`src/rtl/seg_pkg.sv`:
```
// Shared glyph and digit-enable constants for the two-digit scan driver.
// All values are active-high; board polarity is applied once at the output register.
package seg_pkg;

    typedef enum logic {SelOnes, SelTens} sel_e;

    // Segment order is {g,f,e,d,c,b,a}.
    localparam logic [6:0] SEG_0   = 7'b0111111;
    localparam logic [6:0] SEG_1   = 7'b0000110;
    localparam logic [6:0] SEG_2   = 7'b1011011;
    localparam logic [6:0] SEG_3   = 7'b1001111;
    localparam logic [6:0] SEG_4   = 7'b1100110;
    localparam logic [6:0] SEG_5   = 7'b1101101;
    localparam logic [6:0] SEG_6   = 7'b1111101;
    localparam logic [6:0] SEG_7   = 7'b0000111;
    localparam logic [6:0] SEG_8   = 7'b1111111;
    localparam logic [6:0] SEG_9   = 7'b1101111;
    localparam logic [6:0] SEG_ERR = 7'b1000000;
    localparam logic [6:0] SEG_OFF = 7'b0000000;

    localparam logic [1:0] AN_ONES = 2'b01;
    localparam logic [1:0] AN_TENS = 2'b10;
    localparam logic [1:0] AN_NONE = 2'b00;

endpackage

```
`src/rtl/bcd2seg_scan_if.sv`:
```
// Capture/display bundle between the BCD source, the scan driver and the display pins.
interface bcd2seg_scan_if;
    logic       load;
    logic [3:0] dec_h;
    logic [3:0] dec_l;
    logic       blank_lz;
    logic [6:0] seg;
    logic [1:0] an;

    modport master (output load, dec_h, dec_l, blank_lz, input seg, an);
    modport slave  (input load, dec_h, dec_l, blank_lz, output seg, an);
endinterface

```
`src/rtl/bcd_to_seg7.sv`:
```
// Combinational BCD code to active-high 7-segment glyph; codes 10-15 show a dash.
module bcd_to_seg7
    import seg_pkg::*;
(
    input  logic [3:0] code_i,
    output logic [6:0] glyph_o
);

    always_comb begin
        glyph_o = SEG_ERR;
        case (code_i)
            4'd0:    glyph_o = SEG_0;
            4'd1:    glyph_o = SEG_1;
            4'd2:    glyph_o = SEG_2;
            4'd3:    glyph_o = SEG_3;
            4'd4:    glyph_o = SEG_4;
            4'd5:    glyph_o = SEG_5;
            4'd6:    glyph_o = SEG_6;
            4'd7:    glyph_o = SEG_7;
            4'd8:    glyph_o = SEG_8;
            4'd9:    glyph_o = SEG_9;
            default: glyph_o = SEG_ERR;
        endcase
    end

endmodule

```
`src/rtl/bcd2seg_scan.sv`:
```
// Two-digit multiplexed 7-segment driver: latches BCD digits on load and scans them
// with a dark cycle at each digit switch, leading-zero blanking and registered outputs.
module bcd2seg_scan
    import seg_pkg::*;
#(
    parameter int unsigned DIV        = 50000,
    parameter bit          ACTIVE_LOW = 1'b1
) (
    input  logic           clk,
    input  logic           rst,
    bcd2seg_scan_if.slave  bus
);

    localparam int unsigned CntW    = (DIV > 1) ? $clog2(DIV) : 1;
    localparam logic [6:0]  SegMask = {7{ACTIVE_LOW}};
    localparam logic [1:0]  AnMask  = {2{ACTIVE_LOW}};

    logic [CntW-1:0] cnt_q, cnt_d;
    sel_e            sel_q, sel_d;
    logic [3:0]      lat_h_q, lat_h_d;
    logic [3:0]      lat_l_q, lat_l_d;
    logic [6:0]      seg_q, seg_d;
    logic [1:0]      an_q, an_d;

    logic       wrap;
    logic [3:0] digit;
    logic [6:0] glyph;
    logic [6:0] seg_act;
    logic [1:0] an_act;

    assign digit = (sel_q == SelTens) ? lat_h_q : lat_l_q;

    bcd_to_seg7 u_dec (
        .code_i  (digit),
        .glyph_o (glyph)
    );

    always_comb begin
        wrap    = (cnt_q == CntW'(DIV - 1));
        cnt_d   = wrap ? '0 : cnt_q + CntW'(1);
        sel_d   = sel_q;
        lat_h_d = bus.load ? bus.dec_h : lat_h_q;
        lat_l_d = bus.load ? bus.dec_l : lat_l_q;
        seg_act = SEG_OFF;
        an_act  = AN_NONE;

        if (wrap) begin
            // Dark cycle at the digit switch to avoid ghosting.
            sel_d = (sel_q == SelOnes) ? SelTens : SelOnes;
        end else if (sel_q == SelTens) begin
            an_act  = AN_TENS;
            seg_act = (bus.blank_lz && lat_h_q == 4'd0) ? SEG_OFF : glyph;
        end else begin
            an_act  = AN_ONES;
            seg_act = glyph;
        end

        seg_d = seg_act ^ SegMask;
        an_d  = an_act ^ AnMask;
    end

    always_ff @(posedge clk) begin
        if (rst) begin
            cnt_q   <= '0;
            sel_q   <= SelOnes;
            lat_h_q <= 4'd0;
            lat_l_q <= 4'd0;
            seg_q   <= SEG_OFF ^ SegMask;
            an_q    <= AN_NONE ^ AnMask;
        end else begin
            cnt_q   <= cnt_d;
            sel_q   <= sel_d;
            lat_h_q <= lat_h_d;
            lat_l_q <= lat_l_d;
            seg_q   <= seg_d;
            an_q    <= an_d;
        end
    end

    assign bus.seg = seg_q;
    assign bus.an  = an_q;

endmodule

```
`src/flat_wrapper.sv`:
```
// flat-port wrapper written by rule: the top's interface ports become plain ports
module bcd2seg_scan_flat import seg_pkg::*;
#(
    parameter int unsigned DIV        = 50000,
    parameter bit          ACTIVE_LOW = 1'b1
)
  (clk, rst, bus_load, bus_dec_h, bus_dec_l, bus_blank_lz, bus_seg, bus_an);
  bcd2seg_scan_if bus_i ();
  input  logic clk;
  input  logic rst;
  input wire logic [$bits(bus_i.load)-1:0] bus_load;
  input wire logic [$bits(bus_i.dec_h)-1:0] bus_dec_h;
  input wire logic [$bits(bus_i.dec_l)-1:0] bus_dec_l;
  input wire logic [$bits(bus_i.blank_lz)-1:0] bus_blank_lz;
  output wire logic [$bits(bus_i.seg)-1:0] bus_seg;
  output wire logic [$bits(bus_i.an)-1:0] bus_an;
  assign bus_i.load = bus_load;
  assign bus_i.dec_h = bus_dec_h;
  assign bus_i.dec_l = bus_dec_l;
  assign bus_i.blank_lz = bus_blank_lz;
  assign bus_seg = bus_i.seg;
  assign bus_an = bus_i.an;
  bcd2seg_scan #(.DIV(DIV), .ACTIVE_LOW(ACTIVE_LOW)) u_core (.clk(clk), .rst(rst), .bus(bus_i));
endmodule
```
`config.mk`:
```
export PLATFORM = sky130hd
export DESIGN_NAME = bcd2seg_scan_flat
export DESIGN_NICKNAME = d
export VERILOG_FILES = /design/src/rtl/seg_pkg.sv /design/src/rtl/bcd2seg_scan_if.sv /design/src/rtl/bcd_to_seg7.sv /design/src/rtl/bcd2seg_scan.sv /design/src/flat_wrapper.sv
export SDC_FILE = /design/constraint.sdc
export NUM_CORES = 1
export LEC_CHECK = 0
export CORE_UTILIZATION = 40
export DETAILED_ROUTE_END_ITERATION = 16
export HOLD_SLACK_MARGIN = 0.03
export PLACE_DENSITY_LB_ADDON = 0.1
export SKIP_LAST_GASP = 1
export SLEW_MARGIN = 5
export SYNTH_ARGS = -nofsm -noshare
export SYNTH_HDL_FRONTEND = slang
export SYNTH_SLANG_ARGS = --single-unit
```
`constraint.sdc`:
```
create_clock -name clk -period 4.7 [get_ports clk]
set_input_delay 0.94 -clock clk [delete_from_list [all_inputs] [get_ports clk]]
set_output_delay 0.94 -clock clk [all_outputs]
set_load 0.02 [all_outputs]
```
==> results.toml, run 1 <==
[outcome]
status = "finished, final reports clean"

[sta]
fin_tns_setup_ns = 0
finalCritPeriodShare_pct = 47.3
clock_skew_ns = 0.00688
slew_viol_final = 0
final_hold_viol_count = 0
rsz0062_at_grt = "no"
relSlewSlack_pct = 58.8
tightest_slew_ns = 0.610
finalSetupViolCount = 0
period_needed_ns = 2.22
hold_ws_ns = 0.466
fmax_ghz = 0.450
setup_slack_ns = 2.48

[yosys]
synth_nets = 180
yosys-top-cells-area = "dfxtp_1 (44%), mux2i_1 (7.8%), nor2_1 (6.9%)"
synth.distinct_cells = 32
yosysMostFrequentCell = "dfxtp_1"
synth_seq_cells = 34
synth_flop_cell = "dfxtp_1"
avgSynthCellArea_um2 = 9.46
yosys_warnings = 0
synth_area_mm2 = 0.00153
ys_seq_area_share_pct = 44.4
synth_cells = 162
synth_top_area_share_pct = 44.4
synth_edf_count = 0
yosys-top-cells-count = "dfxtp_1 (34), nor2_1 (28), mux2i_1 (12)"
synth-async-reset-ratio_pct = 0
synth.largest_area_cell = "dfxtp_1"

[clocking]
clock-root-buffer = "clkbuf_8"
cts_resized = 0
cts_buffers = 5
cts_tree = "built"
h-tree-depth = 2
insertion_delay_ns = 0.29
cts_buffer_depth = 2
cts_setup_buffers = 0
cts_num_sinks = 34
clk_pin_slew_ns = 0.07
hold_buffers = 0

[worst_setup_path]
path_class = "in2reg"
critical_path_required_ns = 4.86
startpoint_type = "primary input"
r2r_slack_ns = 2.68
cp.arrival_ns = 2.38
critical_path.max_fanout = 17
cp-end-kind = "flip-flop"

[grt]
grtUsageTotal_pct = 15.8
first_global_vias = 1155
overflow = 0
antenna_found_initial = 0
grt_max_degree = 18
grt_pass1_wl_um = 4850

[cells_and_area]
final_nets = 201
fin_area_mm2 = 0.00186
drive_above_1_share_pct = 8.15
area_growth_pct = 21.1
finish.utilization_pct = 50.7
stdcell_count = 232
num_antenna_cells = 0

[placement]
placed_area_mm2 = 0.00175
port_buffers = 20
dp_hpwl_um = 1990
dp.cells = 224
pre_cts_slack_ns = 2.17
place_congestion = 0.740

[power_and_ir_drop]
ir_drop_uv = 170
power.leakage_nw = 0.704
finalPower_uw = 623
power_density_mw_per_mm2 = 336

[drt]
avgViaCountPerCell = 5.05
drc = 0
drtPass1Iterations = 4
wirelength_um = 2740
dr_total_vias = 1171
drtIter0Drc = 29
ant_nets = 0
detail_route.wl_per_cell_um = 11.8

[floorplan]
start_util_pct = 41.9
core_area_mm2 = 0.00366
die_h_um = 63.9
die_x_um = 63.9
placementRows = 22
io_pins = 21
die-area_mm2 = 0.00408

[min_path]
hold_path_class = "reg2reg"

[flow_run]
drv_cap = 0
-- sequential cells by signal (all words and copies together) (netlist names) --
register	cells
u_core.sel_q	1
u_core.bus.an	2
u_core.bus.seg	7
u_core.lat_l_q	4
u_core.cnt_q	16
u_core.lat_h_q	4
-- placed cells by master (no fill, tap or decap) --
master,netlist,final
nor4b_1,2,2
nand3_1,6,6
or2b_1,2,2
nand4_2,1,1
inv_1,9,9
nor3_1,4,4
and3_1,1,1
mux2_4,2,2
nor4_1,3,3
o22ai_1,1,1
or3_1,2,2
a41o_2,1,1
or2_0,1,1
xor2_1,3,3
mux2i_1,12,12
a21oi_1,6,6
and2_1,1,1
a31oi_4,1,1
or2_2,1,1
ha_1,6,6
xnor2_1,10,10
and4b_1,1,1
clkbuf_8,1,8
nor4b_2,1,1
nand4_1,3,3
dfxtp_1,34,34
nor2_1,28,28
clkdlybuf4s50_1,0,20
o21ai_0,8,8
nand2_1,6,6
-- critical path, cell delays in order --
cell	delay (ns)
clkdlybuf4s50_1	0.60
a41o_2	0.46
a31oi_4	0.25
o21ai_0	0.12
-- cell families (layout without fill, tap and decap cells) --
kind of cell	Yosys count	after routing	share of synthesized area, %
muxes	14	14	9.80
xor gates and xnor gates	13	13	7.43
and+or+nand+nor	63	63	21.1
AOI/OAI and AO/OA	17	17	7.10
adders and majority gates	6	6	4.90
DFF	34	34	44.4
buffers and inverters	15	37	5.31
-- report_power, final --
part	switching, mW	internal (mW)
sequential	0.00639	0.301
clock	0.102	0.148
combinational	0.0325	0.0335
total	0.141	0.482
-- path summary, 6_finish.rpt --
check                       start                end  cells after the start
setup / recovery              rst  u_core.bus.seg[1]                      4
hold / removal    u_core.cnt_q[0]    u_core.cnt_q[0]                      1
setup reg to reg     u_core.sel_q  u_core.bus.seg[3]                      6
hold reg to reg   u_core.cnt_q[0]    u_core.cnt_q[0]                      1
-- metal layers --
layer	up-vias	global-route usage [%]	wire length, µm
met5	-	0	0
li1	589	-	-
met4	0	10.2	72
met1	550	18.0	1300
met2	24	25.5	1220
met3	8	4.64	146
-- cell type report --
class / instances / area, µm²
fillers: 340 / 1810
multi-input cells: 113 / 771
flip-flops and latches: 34 / 681
repair buffers: 20 / 200
clock buffers: 8 / 110
well taps: 48 / 60.1
inverters: 9 / 33.8
No activity file was read; power rests on OpenSTA's default activity.
==> run 2, diff against run 1 <==
- clock period: 4.7 -> 2.02 ns (I/O delays scaled with it)
==> run 2 against run 1 <==
Effect of this change:
- clock skew up 0.00076 ns
- non-clock buffer count up 3
- count of clock-buffer cells in the layout down 3
- register-to-register slack worse by 2.5 ns
- worst hold slack better by 0.015 ns
- global-route usage down 0.19 points
- total power up 140%
- critical path type is now reg2reg
- critical endpoint is now u_core.bus.seg[0]
- largest power group unchanged
==> results.toml, run 2 (same netlist as run 1, synthesis figures left out) <==
[outcome]
status = "finished, final reports clean"

[placement]
dp_hpwl_um = 2040
dp.cells = 227
place_congestion = 0.763
port_buffers = 20

[grt]
grtUsageTotal_pct = 15.6
overflow = 0
grt_max_degree = 13
first_global_vias = 1053
grt_pass1_wl_um = 4830
antenna_found_initial = 0

[floorplan]
io_pins = 21
placementRows = 22
die-area_mm2 = 0.00408
die_x_um = 63.9
die_h_um = 63.9
core_area_mm2 = 0.00366
start_util_pct = 41.9

[worst_setup_path]
cp.arrival_ns = 1.96
path_class = "reg2reg"
critical_path_required_ns = 2.17
timing.rr.start = "u_core.sel_q"
rr_endpoint = "u_core.bus.seg[0]"
critical_path.max_fanout = 5
startpoint_type = "flip-flop"
r2r_slack_ns = 0.22
cp-end-kind = "flip-flop"
rr_worst_depth = 6

[clocking]
clk_pin_slew_ns = 0.07
cts_setup_buffers = 0
clock-root-buffer = "clkbuf_8"
cts_num_sinks = 34
cts_buffer_depth = 2
cts_resized = 0
cts_buffers = 5
cts_tree = "built"
hold_buffers = 0
insertion_delay_ns = 0.29
h-tree-depth = 2

[drt]
wirelength_um = 2710
dr_total_vias = 1104
avgViaCountPerCell = 4.70
drc = 0
drtPass1Iterations = 4
ant_nets = 0
detail_route.wl_per_cell_um = 11.5
drtIter0Drc = 35

[sta]
tightest_slew_ns = 0.530
period_needed_ns = 1.80
fmax_ghz = 0.555
fin_tns_setup_ns = 0
finalCritPeriodShare_pct = 89.2
finalSetupViolCount = 0
clock_skew_ns = 0.00764
final_hold_viol_count = 0
relSlewSlack_pct = 64.2
rsz0062_at_grt = "no"
slew_viol_final = 0

[cells_and_area]
largest_reg_flops = 16
layout_commonest_cell = "dfxtp_1"
final_cell_mix = "dfxtp_1 (34), nor2_1 (28), clkdlybuf4s50_1 (20)"
num_antenna_cells = 0
final_nets = 204
area_growth_pct = 22.4
n_fill_cell = 365
stdcell_count = 235
top_register = "u_core.cnt_q"
drive_above_1_share_pct = 9.63

[min_path]
min_from = "u_core.cnt_q[0]"
hold_path_class = "reg2reg"
holdPathEnd = "u_core.cnt_q[0]"
min_path_cells = 1

[power_and_ir_drop]
ir_drop_uv = 448
power_density_mw_per_mm2 = 786
power.leakage_nw = 0.719

[flow_run]
drv_cap = 0
run 2: changes by cell type in the layout (fill, tap and decap cells not counted), sizes merged:
cell    change
buf         +3
clkbuf      -3
clkinv      +2
bufinv      +1
run 2: how the worst max path moves through the flow:
stage / start / end / slack, ns
floorplan: u_core.sel_q / u_core.bus.seg[3] / 0.40
global placement: u_core.sel_q / u_core.bus.seg[3] / 0.35
detailed placement: u_core.sel_q / u_core.bus.seg[0] / 0.22
CTS: u_core.sel_q / u_core.bus.seg[3] / 0.20
global route: u_core.sel_q / u_core.bus.seg[0] / 0.05
finish: u_core.sel_q / u_core.bus.seg[0] / 0.22
run 2: stage by stage:
| stage | util [%] | hold slack [ns] | total power, mW | cell area [µm²] | setup slack (ns) |
|---|---|---|---|---|---|
| global placement | 48.3 | 0.450 | 0.884 | 1770 | 0.345 |
| CTS | 51.3 | 0.486 | 1.50 | 1880 | 0.204 |
| detailed placement | 48.3 | 0.469 | 0.887 | 1770 | 0.223 |
| floorplan | - | 0.429 | 0.821 | 1530 | 0.404 |
| global route | 51.3 | 0.514 | 1.56 | 1880 | 0.0503 |
| finish | 51.3 | 0.482 | 1.48 | 1880 | 0.219 |
run 2: worst max-delay path: stages, from the launching register on:
cell     delay (ns)
dfxtp_1        0.43
mux2i_1        0.44
inv_1          0.13
ha_1           0.22
or2_0          0.24
a21oi_1        0.12
o21ai_0        0.08
run 2: cell type report:
class / instances / area [µm²] / share of cell area [%]
clock buffers: 5 / 68.8 / 3.67
clock inverters: 3 / 40.0 / 2.13
inverters: 9 / 33.8 / 1.80
multi-input cells: 113 / 771 / 41.1
flip-flops and latches: 34 / 681 / 36.3
well taps: 48 / 60.1 / 3.20
repair buffers: 23 / 223 / 11.9
run 2: report_power, final:
group	internal, mW	switching [mW]	total (mW)
logic	0.0806	0.0754	0.156
clock network	0.363	0.242	0.605
registers	0.699	0.0145	0.714
total	1.14	0.332	1.48
run 2: per-layer routing:
layer | GRT usage [%] | vias up | routed length (µm)
met5 | 0 | - | 0
met3 | 5.36 | 4 | 127
met4 | 7.67 | 0 | 40
met2 | 22.5 | 27 | 1200
met1 | 20.5 | 480 | 1350
li1 | - | 593 | -
